--- config.mk ---
export PLATFORM = sky130hd
export DESIGN_NAME = fpga_link_rx_flat
export DESIGN_NICKNAME = d
export VERILOG_FILES = /design/src/rtl/fpga_link_rx_if.sv /design/src/rtl/fpga_link_rx.sv /design/src/flat_wrapper.sv
export SDC_FILE = /design/constraint.sdc
export NUM_CORES = 1
export LEC_CHECK = 0
export ABC_AREA = 1
export BUFFER_PORTS_ARGS = -buffer_cell sky130_fd_sc_hd__buf_4
export CAP_MARGIN = 15
export CORE_UTILIZATION = 50
export CTS_BUF_LIST = sky130_fd_sc_hd__clkbuf_4
export DETAILED_ROUTE_END_ITERATION = 8
export GPL_ROUTABILITY_DRIVEN = 0
export PLACE_DENSITY = 0.65
export SLEW_MARGIN = 10
export SYNTH_ARGS = -nofsm -noshare
export SYNTH_HDL_FRONTEND = slang
export SYNTH_SLANG_ARGS = --single-unit
export TNS_END_PERCENT = 5
--- constraint.sdc ---
create_clock -name clk -period 10.7 [get_ports clk]
set_input_delay 0 -clock clk [delete_from_list [all_inputs] [get_ports clk]]
set_output_delay 0 -clock clk [all_outputs]
set_load 0.02 [all_outputs]
--- src/rtl/fpga_link_rx_if.sv ---
// rtl/fpga_link_rx_if.sv - link pins and output stream of the FPGA link receiver
// slave is the receiver; master is the sender plus downstream consumer.
interface fpga_link_rx_if #(
   parameter int DATA_W = 32
) ();
   logic [DATA_W-1:0] data_in;
   logic              req_in;
   logic              stb_in;
   logic              rdy_out;
   logic              ack_out;
   logic [DATA_W-1:0] m_data;
   logic              m_valid;
   logic              m_ready;

   modport master (
      output data_in, req_in, stb_in, m_ready,
      input  rdy_out, ack_out, m_data, m_valid
   );

   modport slave (
      input  data_in, req_in, stb_in, m_ready,
      output rdy_out, ack_out, m_data, m_valid
   );
endinterface

--- src/rtl/fpga_link_rx.sv ---
// rtl/fpga_link_rx.sv - receive side of the FPGA-to-FPGA parallel burst link
// Synchronises req/strobe, grants bursts only with room for a whole burst, buffers words in a FIFO.
module fpga_link_rx #(
   parameter int DATA_W      = 32,
   parameter int BURST_LEN   = 10,
   parameter int FIFO_DEPTH  = 16,
   parameter int SYNC_STAGES = 2,
   parameter int TIMEOUT     = 1024,
   localparam int LW         = $clog2(FIFO_DEPTH) + 1
) (
   input  logic           clk,
   input  logic           rst,
   fpga_link_rx_if.slave  link,
   output logic [LW-1:0]  level,
   output logic           burst_done,
   output logic           err_short,
   output logic           err_timeout
);
   localparam int AW = $clog2(FIFO_DEPTH);
   localparam int CW = $clog2(BURST_LEN + 1);
   localparam int TW = (TIMEOUT > 0) ? $clog2(TIMEOUT + 1) : 1;

   typedef enum logic [1:0] {IDLE, RECEIVE, ACK, WAIT_LOW} state_t;

   state_t                   state;
   logic [SYNC_STAGES-1:0]   req_sync;
   logic [SYNC_STAGES-1:0]   stb_sync;
   logic                     stb_prev;
   logic                     req_s;
   logic                     stb_edge;
   logic [CW-1:0]            count;
   logic [CW-1:0]            count_next;
   logic [TW-1:0]            tcnt;
   logic [TW-1:0]            tcnt_next;
   logic [DATA_W-1:0]        mem [FIFO_DEPTH];
   logic [LW-1:0]            wptr;
   logic [LW-1:0]            rptr;
   logic                     full;
   logic                     wr_en;
   logic                     rd_en;

   assign req_s    = req_sync[SYNC_STAGES-1];
   assign stb_edge = stb_sync[SYNC_STAGES-1] ^ stb_prev;

   always_ff @(posedge clk) begin
      if (rst) begin
         req_sync <= '0;
         stb_sync <= '0;
         stb_prev <= 1'b0;
      end else begin
         req_sync <= {req_sync[SYNC_STAGES-2:0], link.req_in};
         stb_sync <= {stb_sync[SYNC_STAGES-2:0], link.stb_in};
         stb_prev <= stb_sync[SYNC_STAGES-1];
      end
   end

   // Pointer MSB distinguishes full from empty when the low bits match.
   assign level        = wptr - rptr;
   assign full         = (level == LW'(FIFO_DEPTH));
   assign link.m_valid = (level != '0);
   assign link.m_data  = mem[rptr[AW-1:0]];
   assign rd_en        = link.m_valid & link.m_ready;
   assign wr_en        = (state == RECEIVE) & stb_edge & ~full;

   always_ff @(posedge clk) begin
      if (rst) begin
         wptr <= '0;
         rptr <= '0;
         for (int i = 0; i < FIFO_DEPTH; i++) mem[i] <= '0;
      end else begin
         if (wr_en) begin
            mem[wptr[AW-1:0]] <= link.data_in;
            wptr              <= wptr + 1'b1;
         end
         if (rd_en) rptr <= rptr + 1'b1;
      end
   end

   always_comb begin
      count_next = count;
      if (stb_edge && count != CW'(BURST_LEN)) count_next = count + 1'b1;
      tcnt_next = (tcnt == TW'(TIMEOUT)) ? tcnt : tcnt + 1'b1;
   end

   // Completion is tested on the post-strobe count so a last word arriving with req falling wins.
   always_ff @(posedge clk) begin
      if (rst) begin
         state        <= IDLE;
         link.rdy_out <= 1'b0;
         link.ack_out <= 1'b0;
         count        <= '0;
         tcnt         <= '0;
         burst_done   <= 1'b0;
         err_short    <= 1'b0;
         err_timeout  <= 1'b0;
      end else begin
         burst_done  <= 1'b0;
         err_short   <= 1'b0;
         err_timeout <= 1'b0;
         case (state)
            IDLE: begin
               if (req_s && (LW'(FIFO_DEPTH) - level) >= LW'(BURST_LEN)) begin
                  state        <= RECEIVE;
                  link.rdy_out <= 1'b1;
                  count        <= '0;
                  tcnt         <= '0;
               end
            end
            RECEIVE: begin
               count <= count_next;
               tcnt  <= stb_edge ? '0 : tcnt_next;
               if (count_next == CW'(BURST_LEN)) begin
                  state        <= ACK;
                  link.rdy_out <= 1'b0;
                  link.ack_out <= 1'b1;
                  burst_done   <= 1'b1;
               end else if (!req_s) begin
                  state        <= IDLE;
                  link.rdy_out <= 1'b0;
                  err_short    <= 1'b1;
               end else if (TIMEOUT != 0 && !stb_edge && tcnt_next == TW'(TIMEOUT)) begin
                  state        <= WAIT_LOW;
                  link.rdy_out <= 1'b0;
                  err_timeout  <= 1'b1;
               end
            end
            ACK: begin
               if (!req_s) begin
                  state        <= IDLE;
                  link.ack_out <= 1'b0;
               end
            end
            WAIT_LOW: begin
               if (!req_s) state <= IDLE;
            end
            default: state <= IDLE;
         endcase
      end
   end
endmodule

--- src/flat_wrapper.sv ---
// flat-port wrapper written by rule: the top's interface ports become plain ports
module fpga_link_rx_flat 
#(
   parameter int DATA_W      = 32,
   parameter int BURST_LEN   = 10,
   parameter int FIFO_DEPTH  = 16,
   parameter int SYNC_STAGES = 2,
   parameter int TIMEOUT     = 1024,
   localparam int LW         = $clog2(FIFO_DEPTH) + 1
)
  (clk, rst, level, burst_done, err_short, err_timeout, link_data_in, link_req_in, link_stb_in, link_m_ready, link_rdy_out, link_ack_out, link_m_data, link_m_valid);
  fpga_link_rx_if #(.DATA_W(DATA_W)) link_i ();
  input  logic clk;
  input  logic rst;
  output logic [LW-1:0] level;
  output logic burst_done;
  output logic err_short;
  output logic err_timeout;
  input wire logic [$bits(link_i.data_in)-1:0] link_data_in;
  input wire logic [$bits(link_i.req_in)-1:0] link_req_in;
  input wire logic [$bits(link_i.stb_in)-1:0] link_stb_in;
  input wire logic [$bits(link_i.m_ready)-1:0] link_m_ready;
  output wire logic [$bits(link_i.rdy_out)-1:0] link_rdy_out;
  output wire logic [$bits(link_i.ack_out)-1:0] link_ack_out;
  output wire logic [$bits(link_i.m_data)-1:0] link_m_data;
  output wire logic [$bits(link_i.m_valid)-1:0] link_m_valid;
  assign link_i.data_in = link_data_in;
  assign link_i.req_in = link_req_in;
  assign link_i.stb_in = link_stb_in;
  assign link_i.m_ready = link_m_ready;
  assign link_rdy_out = link_i.rdy_out;
  assign link_ack_out = link_i.ack_out;
  assign link_m_data = link_i.m_data;
  assign link_m_valid = link_i.m_valid;
  fpga_link_rx #(.DATA_W(DATA_W), .BURST_LEN(BURST_LEN), .FIFO_DEPTH(FIFO_DEPTH), .SYNC_STAGES(SYNC_STAGES), .TIMEOUT(TIMEOUT)) u_core (.clk(clk), .rst(rst), .link(link_i), .level(level), .burst_done(burst_done), .err_short(err_short), .err_timeout(err_timeout));
endmodule
# After elaboration in Yosys (flattened, before gate mapping)
# Memory sizes are Yosys's and may differ from the RTL's. A register that Yosys moved wholly into a read port is not among the register bits.
# Cells that the tools add are included.
# word_totals
reg_bits	37
latchBits	0
mem_bits_rw	512
rom_bits	0
input_bits	37
out_inout_bits	43
word_cells	92
n_memories	1
# mem_list
memory	words	width	read_ports	rd_ports_with_merged_regs	write_ports	line_no	rtl
u_core.mem	16	32	1	1	16	fpga_link_rx.sv:35	logic [DATA_W-1:0] mem [FIFO_DEPTH];
# classes
n_addsub	6
n_mul	0
n_div	0
order_cmp	1
n_eq_ne	13
shifts	0
muxes	34
bitwise	7
reduce_logical	17
# op_table
op	n
11-bit 2-to-1 mux	3
32-bit 2-to-1 mux	1
32-bit OR reduction	1
11-bit == test, second input constant	2
11-bit case mux with 2 select lines	1
4-bit 2-to-1 mux	5
1-bit 2-to-1 mux	15
11-bit by 1-bit adder with 11-bit output, second input constant	1
5-bit by 1-bit adder with 5-bit output, second input constant	2
2-bit 2-to-1 mux	5
3-bit AND reduction	3
4-bit != test, second input constant	2
4-bit case mux with 2 select lines	1
2-bit != test, second input constant	3
2-bit case mux with 3 select lines	1
5-bit == test, second input constant	1
5-bit by 4-bit greater-or-equal comparator with 1-bit output, second input constant	1
5-bit nonzero test	1
5-bit subtractor	1
5-bit subtractor, first input constant	1
4-bit by 1-bit adder with 4-bit output, second input constant	1
2-bit == test, second input constant	2
4-bit == test, second input constant	1
1-bit case mux with 2 select lines	2
13 further kinds	21

# Longest topological paths before layout
# Gate-level depths: netlist (run 1).
# logic_depth
depth_word	9
ltp_mapped	17
ltp_nobuf	17

# Worst setup path before layout (run 1)
# No wires, ideal clock.
# synth_timing
path_type	register -> register
from	register u_core.wptr[0]
to	memory u_core.mem[0][0] (enable)
setup_time_ns	0.478
arrival_time_ns	3.421
required_ns	10.222
slack_ns	6.802
stages_incl_launch_ff	17
path_buffers	1
synth_period_minus_slack_ns	3.898
cell_sequence	dfxtp_1 > inv_1 > ha_1 > fa_1 > inv_1 > a21oi_1 > o21bai_1 > xor2_1 > ha_1 > nor2_1 > nand2_1 > inv_2 > nand2_1 > nor2_1 > nand2_1 > clkbuf_1 > nand2_1
# synth_lines
element	line_no	rtl
start: declaration	fpga_link_rx.sv:36	logic [LW-1:0] wptr;
start signal: assignment	fpga_link_rx.sv:73	wptr <= wptr + 1'b1;
end: declaration	fpga_link_rx.sv:35	

==> summary.txt, run 1 <==
Logic synthesis
  – Main synth FF type: edfxtp_1
  – Mapped Nets: 2431
  – Post-synth EDFFs: 512
  – #FFs+latches synth: 553
  – Synth area leader: edfxtp_1
  – Netlist cell types: 39
  – Register area share after synthesis: 64.1%
  – Top cell type's share of synthesized area: 60.8%
  – Mapped Cells: ~2400
  – Top post-synthesis cells by area: edfxtp_1, nor2_1, mux2i_1
  – Cell Area, Synth: between 20000 and 30000 sq um
  – Share of flip-flops with an asynchronous set or reset: 0%
  – Syn avg cell area: between 10 and 15 sq um
  – Ys Warns: 0

Worst setup path
  – R2r setup slk: 5.81 ns
  – Critical Path End Type: register
  – CP Max Fanout: 33
  – Crit-path max cell delay: 0.82 ns
  – R2R Path End: u_core.mem[12][25]
  – Req. time, crit path: ~11 ns
  – Reg2reg path depth: 15
  – CP max stage cell: nand2_2
  – Worst Path Arrival: ~5.5 ns
  – Crit Reg-Reg Startpoint: u_core.wptr[0]
  – Critical path type: register to register
  – Setup crit end: u_core.mem[12][25]
  – Critical path startpoint: u_core.wptr[0]
  – Worst-path cell chain: inv_1, ha_1, fa_1, inv_1, a21oi_1, o21bai_1, xor2_1, ha_1, nor2_1, nand2_1, inv_2, nand2_1, nor2_1, nand2_2, nand2_2
  – Startpoint types: register

Drt
  – DRT iter0 DRCs: 2791
  – Final WL: 78.8 mm
  – DRT antenna net count: 0
  – DR WL/cell: approximately 24 um
  – DRC Markers: 0
  – TritonRoute pass-1 iters: 6
  – Via count: 18800
  – Avg Vias per Cell: 5.79

Floorplanning
  – Initial Util: 50.6%
  – Die X: 227 um
  – Area of the die: 51400 sq um
  – Site Rows: between 80 and 90
  – Die H: between 200 and 250 um
  – # IOs: 80
  – Core area: 50000 sq um

GRT
  – GRT Total Usage: about 31%
  – Largest net degree at the start of global routing: 208
  – Number of global-route vias before repair: roughly 18000
  – First-pass GRT wire length: about 110 mm
  – Grt ovf: 0
  – Initial antenna violation count: 2

Cells and area
  – Layout Nets: 2536
  – Multi-input gate area: 7540 sq um
  – Share of post-route cells with drive strength above 1: 14.5%
  – Fillers: 4304
  – Register area: 16200 sq um
  – Layout area overhead: 12.2%

Timing
  – Worst slew pin tran: 1.29 ns
  – Final Worst Setup Slack: around 5.8 ns
  – Clk_skew: 0.0687 ns
  – Setup_tns: 0 ns
  – Slew Viols, Final: 0
  – Slew HR: 14.0%
  – F_max: 204 MHz
  – RSZ-0062 raised after global routing: false
  – Minimum clock period: 4.89 ns
  – Final Setup Violations: 0
  – Hold Vio Cnt, Final: 0
  – Ratio of final minimum period to clock period: 45.7%

Status
  – Status: completed

Clocking
  – Bufs on Longest Clock Path: 3
  – PostCTS Resize Cnt: 0
  – Clock transition at path regs: around 0.07 ns
  – Clk sinks: 553
  – H-Tree Depth: 4
  – CTS tree: yes
  – Worst-skew pair later-pin latency: between 0.9 and 1 ns
  – Total CTS buffers: 146
  – Clock Root Buffer: clkbuf_4

Pwr
  – Clock power frac: 33.8%
  – Pint: 3.66 mW
  – Pwr dens: 188 nW/um^2
  – Net switching power: 1.66 mW
  – Peak VDD IR: 117 uV
  – Switch share: 31.1%
  – P_leak: 11.2 nW
  – Part of the power in registers: 47.1%
  – Comb pwr share: 19.1%

Job
  – # Max-Cap Violations: 0

Placement
  – Quantity of I/O buffers inserted on ports: 79
  – DP Worst Slack: slightly below 6 ns
  – HPWL Detailed: 47.7 mm

Min path
  – Hold Path Class: primary input to register
[layout by cell type (no fill, tap or decap), drive strengths merged]
master,instances
a2111oi,1
a21oi,151
and3,1
buf,93
bufinv,1
clkbuf,209
clkinv,28
clkinvlp,2
dfxtp,41
diode,3
dlygate4sd3,43
edfxtp,512
fa,1
ha,22
inv,228
mux2i,128
nand2,153
nand3,79
nand3b,1
nand4,6
nor2,561
nor3,9
nor3b,1
o211ai,128
o21ai,165
o21bai,2
or2,2
xnor2,1
xor2,6
[sequential cells by signal, indices dropped and copies added (netlist names), named ones only]
signal	count
u_core.burst_done	1
u_core.count	4
u_core.err_short	1
u_core.err_timeout	1
u_core.link.ack_out	1
u_core.link.rdy_out	1
u_core.mem	512
u_core.req_sync	2
u_core.rptr	5
u_core.state	2
u_core.stb_prev	1
u_core.stb_sync	2
u_core.tcnt	11
u_core.wptr	5
[power groups by stage]
| stage | Clock, mW | Sequential (mW) | Combinational, mW |
|---|---|---|---|
| 2_1_floorplan | 0 | 2.52 | 0.623 |
| 3_3_place_gp | 0 | 2.55 | 0.964 |
| 3_5_place_dp | 0 | 2.55 | 0.971 |
| 4_1_cts | 1.81 | 2.50 | 0.987 |
| 5_1_grt | 1.91 | 2.52 | 1.07 |
| 6_report | 1.80 | 2.51 | 1.02 |
[layer usage]
metal	track usage [%]	share of wire, %	up-vias
li1	-	-	8436
met1	41.6	39	9100
met2	47.7	46	1127
met3	8.45	12	156
met4	14.1	3.7	0
met5	0	0	-
[final cells by class]
cell class / count / share of cell area [%]
Antenna cell: 3 / 0.0265
Clock buffer: 209 / 5.53
Clock inverter: 38 / 0.635
Inverter: 221 / 2.93
Multi-Input combinational cell: 1418 / 26.6
Sequential cell: 553 / 57.2
Tap cell: 672 / 2.96
Timing Repair Buffer: 136 / 4.17
[synthesized netlist by cell type (8+ instances only)]
| library cell | n |
|---|---|
| dfxtp_1 | 41 |
| nand2_1 | 145 |
| a21oi_1 | 150 |
| mux2i_1 | 128 |
| nand3_1 | 78 |
| o211ai_1 | 128 |
| nor2_1 | 558 |
| buf_4 | 9 |
| edfxtp_1 | 512 |
| inv_1 | 217 |
| nor3_1 | 9 |
| buf_2 | 22 |
| o21ai_0 | 161 |
| clkbuf_1 | 133 |
| ha_1 | 22 |
| buf_1 | 8 |
[timing repair]
action | CTS | global route
hold buffers | 43 | 0
buffers inserted | 0 | 0
endpoints found under the hold margin | 553 | 0
[critical path: cells and delay by family, from the launching register on]
family | cells | cell delay [ns]
adders and majority gates | 3 | 0.87
AOI/OAI and AO/OA | 2 | 0.22
DFF | 1 | 0.38
and+or+nand+nor | 6 | 2.58
xor gates and xnor gates | 1 | 0.13
buffers and inverters | 3 | 0.31
[stage by stage]
step | hold slack, ns | instance area [sq um] | total power [mW] | instances | util (%)
after floorplan | 0.107 | 25300 | 3.14 | 2371 | -
after global placement | 0.203 | 26100 | 3.51 | 2955 | 52.3
after detailed placement | 0.212 | 26100 | 3.52 | 2956 | 52.3
after CTS | 0.0796 | 28300 | 5.30 | 3246 | 56.7
after global routing | 0.112 | 28400 | 5.50 | 3250 | 56.8
final | 0.184 | 28400 | 5.32 | 3250 | 56.8
[kinds of logic after synthesis]
group	synth area share (%)
adder cells (fa/ha/maj)	1.17
flip-flops	64.1
XOR/XNOR	0.243
multiplexers	5.07
AND/OR/NAND/NOR	12.8
AO/OA/AOI/OAI	10.2
buffers and inverters	6.40
[worst min path at each step]
stage / start / endpoint / slack, ns / depth (start not counted)
after global placement: link_stb_in / u_core.stb_sync[0] / 0.20 / 3
final: link_data_in[8] / u_core.mem[5][8] / 0.18 / 5
after CTS: link_data_in[27] / u_core.mem[10][27] / 0.08 / 5
after floorplan: link_req_in / u_core.req_sync[0] / 0.11 / 2
after detailed placement: link_req_in / u_core.req_sync[0] / 0.21 / 3
after global routing: link_data_in[27] / u_core.mem[15][27] / 0.11 / 5
(Power assumes the default switching activity.)
==> run 2, diff against run 1 <==
--- a/config.mk
+++ b/config.mk
@@ -5,7 +5,7 @@
 export SDC_FILE = /design/constraint.sdc
 export NUM_CORES = 1
 export LEC_CHECK = 0
-export ABC_AREA = 1
+export ABC_AREA = 0
 export BUFFER_PORTS_ARGS = -buffer_cell sky130_fd_sc_hd__buf_4
 export CAP_MARGIN = 15
 export CORE_UTILIZATION = 50
==> constraint.sdc (replaced) <==
create_clock -name clk -period 5.1 [get_ports clk]
set_input_delay 0 -clock clk [delete_from_list [all_inputs] [get_ports clk]]
set_output_delay 0 -clock clk [all_outputs]
set_load 0.02 [all_outputs]
==> summary.txt, run 2 <==
Status
  – Status: completed (unchanged)

Timing
  – Worst slew pin tran: 1.00 ns (was 1.29 ns)
  – Setup_tns: 0 ns (unchanged)
  – RSZ-0062 raised after global routing: false (unchanged)
  – Minimum clock period: 4.22 ns (was 4.89 ns)
  – F_max: 237 MHz (was 204 MHz)
  – Clk_skew: 0.0577 ns (was 0.0687 ns)
  – Ratio of final minimum period to clock period: 82.8% (was 45.7%)
  – Hold Vio Cnt, Final: 0 (unchanged)
  – Final Setup Violations: 0 (unchanged)
  – Slew HR: 33.0% (was 14.0%)
  – Slew Viols, Final: 0 (unchanged)

Clocking
  – Worst-skew pair later-pin latency: 0.95 ns (was 0.99 ns)
  – H-Tree Depth: 4 (unchanged)
  – Clk sinks: 553 (unchanged)
  – PostCTS Resize Cnt: 0 (unchanged)
  – CTS tree: yes (unchanged)
  – Bufs on Longest Clock Path: 3 (unchanged)
  – Clock Root Buffer: clkbuf_4 (unchanged)
  – Clock transition at path regs: 0.07 ns (about the same)
  – Total CTS buffers: 147 (was 146)

Drt
  – TritonRoute pass-1 iters: 5 (was 6)
  – DRC Markers: 0 (unchanged)
  – Avg Vias per Cell: 5.69 (was 5.79)
  – Via count: 15000 (was 18800)
  – Final WL: 64.1 mm (was 78.8 mm)
  – DRT antenna net count: 0 (unchanged)
  – DR WL/cell: 24.4 um (was 24.3 um)
  – DRT iter0 DRCs: 1433 (was 2791)

Logic synthesis
  – Synth area leader: edfxtp_1 (unchanged)
  – Synth top cells by count: and2_1, edfxtp_1, mux4_2 (was nor2_1, edfxtp_1, inv_1)
  – #FFs+latches synth: 553 (unchanged)
  – Top post-synthesis cells by area: edfxtp_1, mux4_2, and2_1 (was edfxtp_1, nor2_1, mux2i_1)
  – Share of flip-flops with an asynchronous set or reset: 0% (unchanged)
  – Netlist cell types: 74 (was 39)
  – Mapped Cells: 1635 (was 2371)
  – Post-synth EDFFs: 512 (unchanged)
  – Main synth FF type: edfxtp_1 (unchanged)
  – Cell Area, Synth: 25400 sq um (was 25300 sq um)
  – Mapped Nets: 1695 (was 2431)
  – Ys Warns: 0 (unchanged)
  – Register area share after synthesis: 63.7% (was 64.1%)
  – Top cell type's share of synthesized area: 60.4% (was 60.8%)
  – Syn avg cell area: 15.6 sq um (was 10.7 sq um)

Pwr
  – Peak VDD IR: 326 uV (was 117 uV)
  – Net switching power: 3.45 mW (was 1.66 mW)
  – P_leak: 10.8 nW (was 11.2 nW)
  – Part of the power in registers: 43.9% (was 47.1%)
  – Clock power frac: 32.4% (was 33.8%)
  – Switch share: 28.6% (was 31.1%)
  – Comb pwr share: 23.6% (was 19.1%)
  – Pwr dens: 406 nW/um^2 (was 188 nW/um^2)
  – Pint: 8.62 mW (was 3.66 mW)

Min path
  – Hold Path Depth: 5 (unchanged)
  – Worst hold start: link_m_ready (was link_data_in[8])
  – Hold Path Class: primary input to register (unchanged)

GRT
  – Initial antenna violation count: 3 (was 2)
  – First-pass GRT wire length: 95.6 mm (was 112 mm)
  – Number of global-route vias before repair: 15500 (was 17900)
  – Largest net degree at the start of global routing: 84 (was 208)
  – Grt ovf: 0 (unchanged)
  – GRT Total Usage: 26.0% (was 31.2%)

Worst setup path
  – Worst Path Arrival: 4.84 ns (was 5.47 ns)
  – Critical path type: register to register (unchanged)
  – Startpoint types: register (unchanged)
  – Reg2reg path depth: 14 (was 15)
  – R2R Path End: u_core.mem[1][11] (was u_core.mem[12][25])
  – Crit-path max cell delay: 0.48 ns (was 0.82 ns)
  – Crit Reg-Reg Startpoint: u_core.wptr[0] (unchanged)
  – CP max stage cell: or2_2 (was nand2_2)
  – Worst-path cell chain: inv_1, ha_1, fa_1, nor2b_1, o21ai_0, nand2b_1, xor2_1, inv_1, ha_1, nor3_2, nand2_1, nor3_2, or2_2, buf_12 (was inv_1, ha_1, fa_1, inv_1, a21oi_1, o21bai_1, xor2_1, ha_1, nor2_1, nand2_1, inv_2, nand2_1, nor2_1, nand2_2, nand2_2)
  – R2r setup slk: 0.88 ns (was 5.81 ns)
  – Req. time, crit path: 5.71 ns (was 11.28 ns)
  – CP Max Fanout: 20 (was 33)
  – Family with the most delay on the worst path: simple AND/OR/NAND/NOR gates (unchanged)
  – Critical Path End Type: register (unchanged)
  – Worst path buffer plus inverter count: 3 (unchanged)

Cells and area
  – Commonest non-fill, non-tap cells in the layout: and2_1, edfxtp_1, clkbuf_4 (was nor2_1, edfxtp_1, inv_1)
  – Layout Nets: 1909 (was 2536)
  – Layout area overhead: 16.8% (was 12.2%)
  – Top reg by flops: u_core.mem (unchanged)
  – Fin cells: 2628 (was 3250)
  – Top flop regs: u_core.mem: 512 flops, u_core.tcnt: 11 flops (unchanged)
  – Share of post-route cells with drive strength above 1: 29.5% (was 14.5%)
  – Fillers: 3847 (was 4304)
  – Register area: 16200 sq um (about the same)
  – Multi-input gate area: 8860 sq um (was 7540 sq um)
  – Max reg flops: 512 (unchanged)

Floorplanning
  – Initial Util: 50.7% (was 50.6%)
  – Die H: 228 um (was 227 um)
  – Area of the die: 51800 sq um (was 51400 sq um)
  – # IOs: 80 (unchanged)
  – Site Rows: 82 (unchanged)
  – Die X: 228 um (was 227 um)
  – Core area: 50200 sq um (was 50000 sq um)

Placement
  – Quantity of I/O buffers inserted on ports: 79 (unchanged)
  – Number of placed instances, taps included: 2298 (was 2956)
  – HPWL Detailed: 36.4 mm (was 47.7 mm)

Job
  – # Max-Cap Violations: 0 (unchanged)
## run 2: cell count changes after synthesis, sizes merged, moves of 126 or more
cell,previous run,this run
nor2,561,35
and2,0,513
inv,220,21
mux4,0,160
a21oi,151,7
o21ai,165,29
o211ai,128,1
mux2i,128,2
nand2,153,27
## run 2: cell families (layout without fill, tap and decap cells)
kind of cell    after synthesis  after routing  share of synthesized area, %
compound gates               77             77                          2.26
flops                       553            553                          63.7
simple gates                652            652                          15.6
xor+xnor                     16             16                         0.551
fa+ha+maj                    23             23                          1.16
mux                         163            163                          14.3
buf+inv                     151            470                          2.46
other cells                   0              2                             0
## run 2: power by group through the flow
stage / Clock, mW / Sequential, mW / Combinational (mW)
after detailed placement: 0 / 5.41 / 2.84
after CTS: 4.01 / 5.31 / 2.90
after global placement: 0 / 5.40 / 2.83
after global routing: 4.24 / 5.33 / 3.03
final: 3.91 / 5.31 / 2.85
after floorplan: 0 / 5.26 / 2.02
## run 2: worst reg2reg max path: stages (launching register included)
cell and delay, ns:
dfxtp_1 0.41, inv_1 0.12, ha_1 0.24, fa_1 0.43, nor2b_1 0.20, o21ai_0 0.11
nand2b_1 0.09, xor2_1 0.20, inv_1 0.09, ha_1 0.23, nor3_2 0.34, nand2_1 0.45
nor3_2 0.26, or2_2 0.48, buf_12 0.27
## run 2: per-layer routing
metal / vias to the layer above / wire [um] / GRT usage [%]
li1: 6599 / - / -
met1: 7746 / 26500 / 34.4
met2: 542 / 32000 / 42.3
met3: 77 / 4550 / 5.86
met4: 0 / 1110 / 9.50
met5: - / 0 / 0
## run 2: through the flow
| stage | power [mW] | utilization (%) | worst slack (ns) | hold slack (ns) | area, sq um |
|---|---|---|---|---|---|
| after floorplan | 7.28 | - | 0.575 | 0.128 | 25400 |
| after global placement | 8.23 | 54.0 | 0.967 | 0.214 | 27100 |
| after detailed placement | 8.25 | 54.0 | 0.904 | 0.219 | 27100 |
| after CTS | 12.2 | 59.2 | 0.856 | 0.0368 | 29700 |
| after global routing | 12.6 | 59.2 | 0.559 | 0.152 | 29700 |
| final | 12.1 | 59.2 | 0.876 | 0.197 | 29700 |
## run 2: worst max path at each step
stage | startpoint | end | slack, ns | depth (start not counted)
5_1_grt | u_core.wptr[0] | u_core.mem[0][25] | 0.56 | 14
6_report | u_core.wptr[0] | u_core.mem[1][11] | 0.88 | 14
4_1_cts | u_core.wptr[0] | u_core.mem[1][11] | 0.86 | 14
2_1_floorplan | u_core.wptr[0] | u_core.mem[15][0] | 0.58 | 12
3_3_place_gp | u_core.wptr[0] | u_core.mem[5][22] | 0.97 | 13
3_5_place_dp | u_core.wptr[0] | u_core.mem[1][11] | 0.90 | 14
## run 2: cell type report
class                      instances  share of cell area [%]
multi-input combinational        931                    29.8
inverter                          21                   0.265
timing repair buffer             195                    6.22
clock inverter                    27                   0.552
sequential                       553                    54.6
tap                              672                    2.83
antenna                            2                  0.0168
clock buffer                     227                    5.74
## run 2: timing repair
item / CTS / global route
hold buffers: 74 / 0
setup buffers: 0 / 0
hold endpoints to repair: 591 / 0
==> run 3, diff against run 2 <==
--- a/config.mk
+++ b/config.mk
@@ -5,7 +5,7 @@
 export SDC_FILE = /design/constraint.sdc
 export NUM_CORES = 1
 export LEC_CHECK = 0
-export ABC_AREA = 0
+export ABC_AREA = 1
 export BUFFER_PORTS_ARGS = -buffer_cell sky130_fd_sc_hd__buf_4
 export CAP_MARGIN = 15
 export CORE_UTILIZATION = 50
==> constraint.sdc (replaced) <==
create_clock -name clk -period 4.2 [get_ports clk]
set_input_delay 0 -clock clk [delete_from_list [all_inputs] [get_ports clk]]
set_output_delay 0 -clock clk [all_outputs]
set_load 0.02 [all_outputs]
==> summary.txt, run 3 (synthesized netlist as in run 1, its figures left out) <==
Status
  – Status: completed (unchanged)

Pwr
  – Pwr dens: 461 nW/um^2 (was 406 nW/um^2)
  – Switch share: 28.5% (was 28.6%)
  – Pint: 9.53 mW (was 8.62 mW)
  – Part of the power in registers: 47.7% (was 43.9%)
  – Total power: 13.3 mW (was 12.1 mW)
  – Peak VDD IR: 241 uV (was 326 uV)
  – Net switching power: 3.80 mW (was 3.45 mW)
  – Clock power frac: 34.9% (was 32.4%)
  – P_leak: 11.5 nW (was 10.8 nW)
  – Comb pwr share: 17.4% (was 23.6%)

Timing
  – Final Worst Setup Slack: 0.650 ns (was 0.876 ns)
  – Clk_skew: 0.0554 ns (was 0.0577 ns)
  – F_max: 282 MHz (was 237 MHz)
  – Final Setup Violations: 0 (unchanged)
  – Minimum clock period: 3.55 ns (was 4.22 ns)
  – Worst slew pin tran: 1.14 ns (was 1.00 ns)
  – Hold Slack: 0.187 ns (was 0.197 ns)
  – Ratio of final minimum period to clock period: 84.5% (was 82.8%)
  – Slew Viols, Final: 0 (unchanged)
  – Slew HR: 23.8% (was 33.0%)
  – RSZ-0062 raised after global routing: false (unchanged)
  – Hold Vio Cnt, Final: 0 (unchanged)
  – Setup_tns: 0 ns (unchanged)

Job
  – # Max-Cap Violations: 0 (unchanged)

GRT
  – GRT Total Usage: 26.9% (was 26.0%)
  – Initial antenna violation count: 2 (was 3)
  – First-pass GRT wire length: 102 mm (was 95.6 mm)
  – Largest net degree at the start of global routing: 129 (was 84)
  – Grt ovf: 0 (unchanged)
  – Number of global-route vias before repair: 18100 (was 15500)

Drt
  – DRT antenna net count: 0 (unchanged)
  – Via count: 18200 (was 15000)
  – DRC Markers: 0 (unchanged)
  – Avg Vias per Cell: 5.54 (was 5.69)
  – Final WL: 67.3 mm (was 64.1 mm)
  – DRT iter0 DRCs: 1515 (was 1433)
  – TritonRoute pass-1 iters: 5 (unchanged)
  – DR WL/cell: 20.5 um (was 24.4 um)

Floorplanning
  – Core area: 50000 sq um (was 50200 sq um)
  – Initial Util: 50.6% (was 50.7%)
  – Die X: 227 um (was 228 um)
  – Die H: 227 um (was 228 um)
  – Area of the die: 51400 sq um (was 51800 sq um)
  – Site Rows: 82 (unchanged)
  – # IOs: 80 (unchanged)

Clocking
  – Bufs on Longest Clock Path: 3 (unchanged)
  – CTS tree: yes (unchanged)
  – H-Tree Depth: 4 (unchanged)
  – Clk sinks: 553 (unchanged)
  – Worst-skew pair later-pin latency: 0.97 ns (was 0.95 ns)
  – Total CTS buffers: 145 (was 147)
  – Clock transition at path regs: 0.07 ns (about the same)
  – Clock Root Buffer: clkbuf_4 (unchanged)

Cells and area
  – Final std cell area, no fill: 28900 sq um (was 29700 sq um)
  – Share of post-route cells with drive strength above 1: 16.0% (was 29.5%)
  – Top reg by flops: u_core.mem (unchanged)
  – Commonest non-fill, non-tap cells in the layout: nor2_1, edfxtp_1, clkbuf_4 (was and2_1, edfxtp_1, clkbuf_4)
  – Final core occ: 57.8% (was 59.2%)
  – Max reg flops: 512 (unchanged)
  – Fin cells: 3288 (was 2628)
  – Layout area overhead: 14.4% (was 16.8%)
  – Commonest non-fill, non-tap cell in the layout: nor2_1
  – Top flop regs: u_core.mem: 512 flops, u_core.tcnt: 11 flops (unchanged)
  – Layout Nets: 2577 (was 1909)
  – Fillers: 4256 (was 3847)

Placement
  – Number of placed instances, taps included: 2999 (was 2298)
  – Quantity of I/O buffers inserted on ports: 79 (unchanged)
  – Post-DP Area: 26700 sq um (was 27100 sq um)
  – DP Worst Slack: 0.705 ns (was 0.904 ns)
  – HPWL Detailed: 39.8 mm (was 36.4 mm)

Worst setup path
  – Critical Path End Type: register (unchanged)
  – Req. time, crit path: 4.86 ns (was 5.71 ns)
  – Startpoint types: register (unchanged)
  – CP Max Fanout: 18 (was 20)
  – Critical path type: register to register (unchanged)
  – Worst Path Arrival: 4.21 ns (was 4.84 ns)

Min path
  – Hold Path Class: primary input to register (unchanged)
run 3: changes by cell type in the layout (fill, tap and decap cells not counted), moves of 87 or more:
cell      change
mux2i_1     +126
and2_1      -512
nand2_1      +87
o21ai_0     +153
nor2_1      +536
inv_1       +195
mux4_2      -160
o211ai_1    +127
a21oi_1     +144
run 3: area by class of cell:
class	count	area, sq um	share of cell area (%)
Inverter	221	832	2.88
Antenna cell	3	7.51	0.0260
Multi-Input combinational cell	1418	7540	26.1
Sequential cell	553	16200	56.1
Clock inverter	21	133	0.459
Timing Repair Buffer	178	1680	5.80
Tap cell	672	841	2.91
Clock buffer	222	1670	5.77
run 3: worst paths after layout:
check                             to  cells after the start  slack, ns               start
setup / recovery   u_core.mem[3][11]                     15       0.65      u_core.wptr[0]
hold / removal      u_core.mem[3][9]                      4       0.19     link_data_in[9]
setup reg to reg   u_core.mem[3][11]                     15       0.65      u_core.wptr[0]
hold reg to reg   u_core.req_sync[1]                      2       0.40  u_core.req_sync[0]
run 3: layer usage:
metal,up-vias,global-route usage (%),routed length (um)
li1,8535,-,-
met1,8844,33.5,27300
met2,705,45.1,33400
met3,123,5.59,4500
met4,0,12.1,2140
met5,-,0,0
run 3: timing repair:
action / CTS / global route
hold buffers: 43 / 0
gates resized for setup: 0 / 0
hold endpoints to repair: 559 / 0
buffers inserted: 0 / 0
run 3: critical path, cell delays in order, from the launching register on:
cell and delay (ns):
dfxtp_1 0.37, inv_1 0.12, ha_1 0.23, fa_1 0.50
ha_1 0.25, inv_1 0.07, nor3_1 0.07, ha_1 0.17
nor2_1 0.09, nand2_1 0.13, inv_2 0.09, nand2_1 0.08
nor2_1 0.35, nand2_2 0.11, nand2_2 0.35, buf_12 0.23
run 3: power groups by stage:
stage	clock network [mW]	registers (mW)	logic, mW
after floorplan	0	6.42	1.59
after global placement	0	6.46	2.25
after detailed placement	0	6.47	2.28
after CTS	4.76	6.35	2.32
after global routing	5.04	6.38	2.55
final	4.65	6.35	2.33
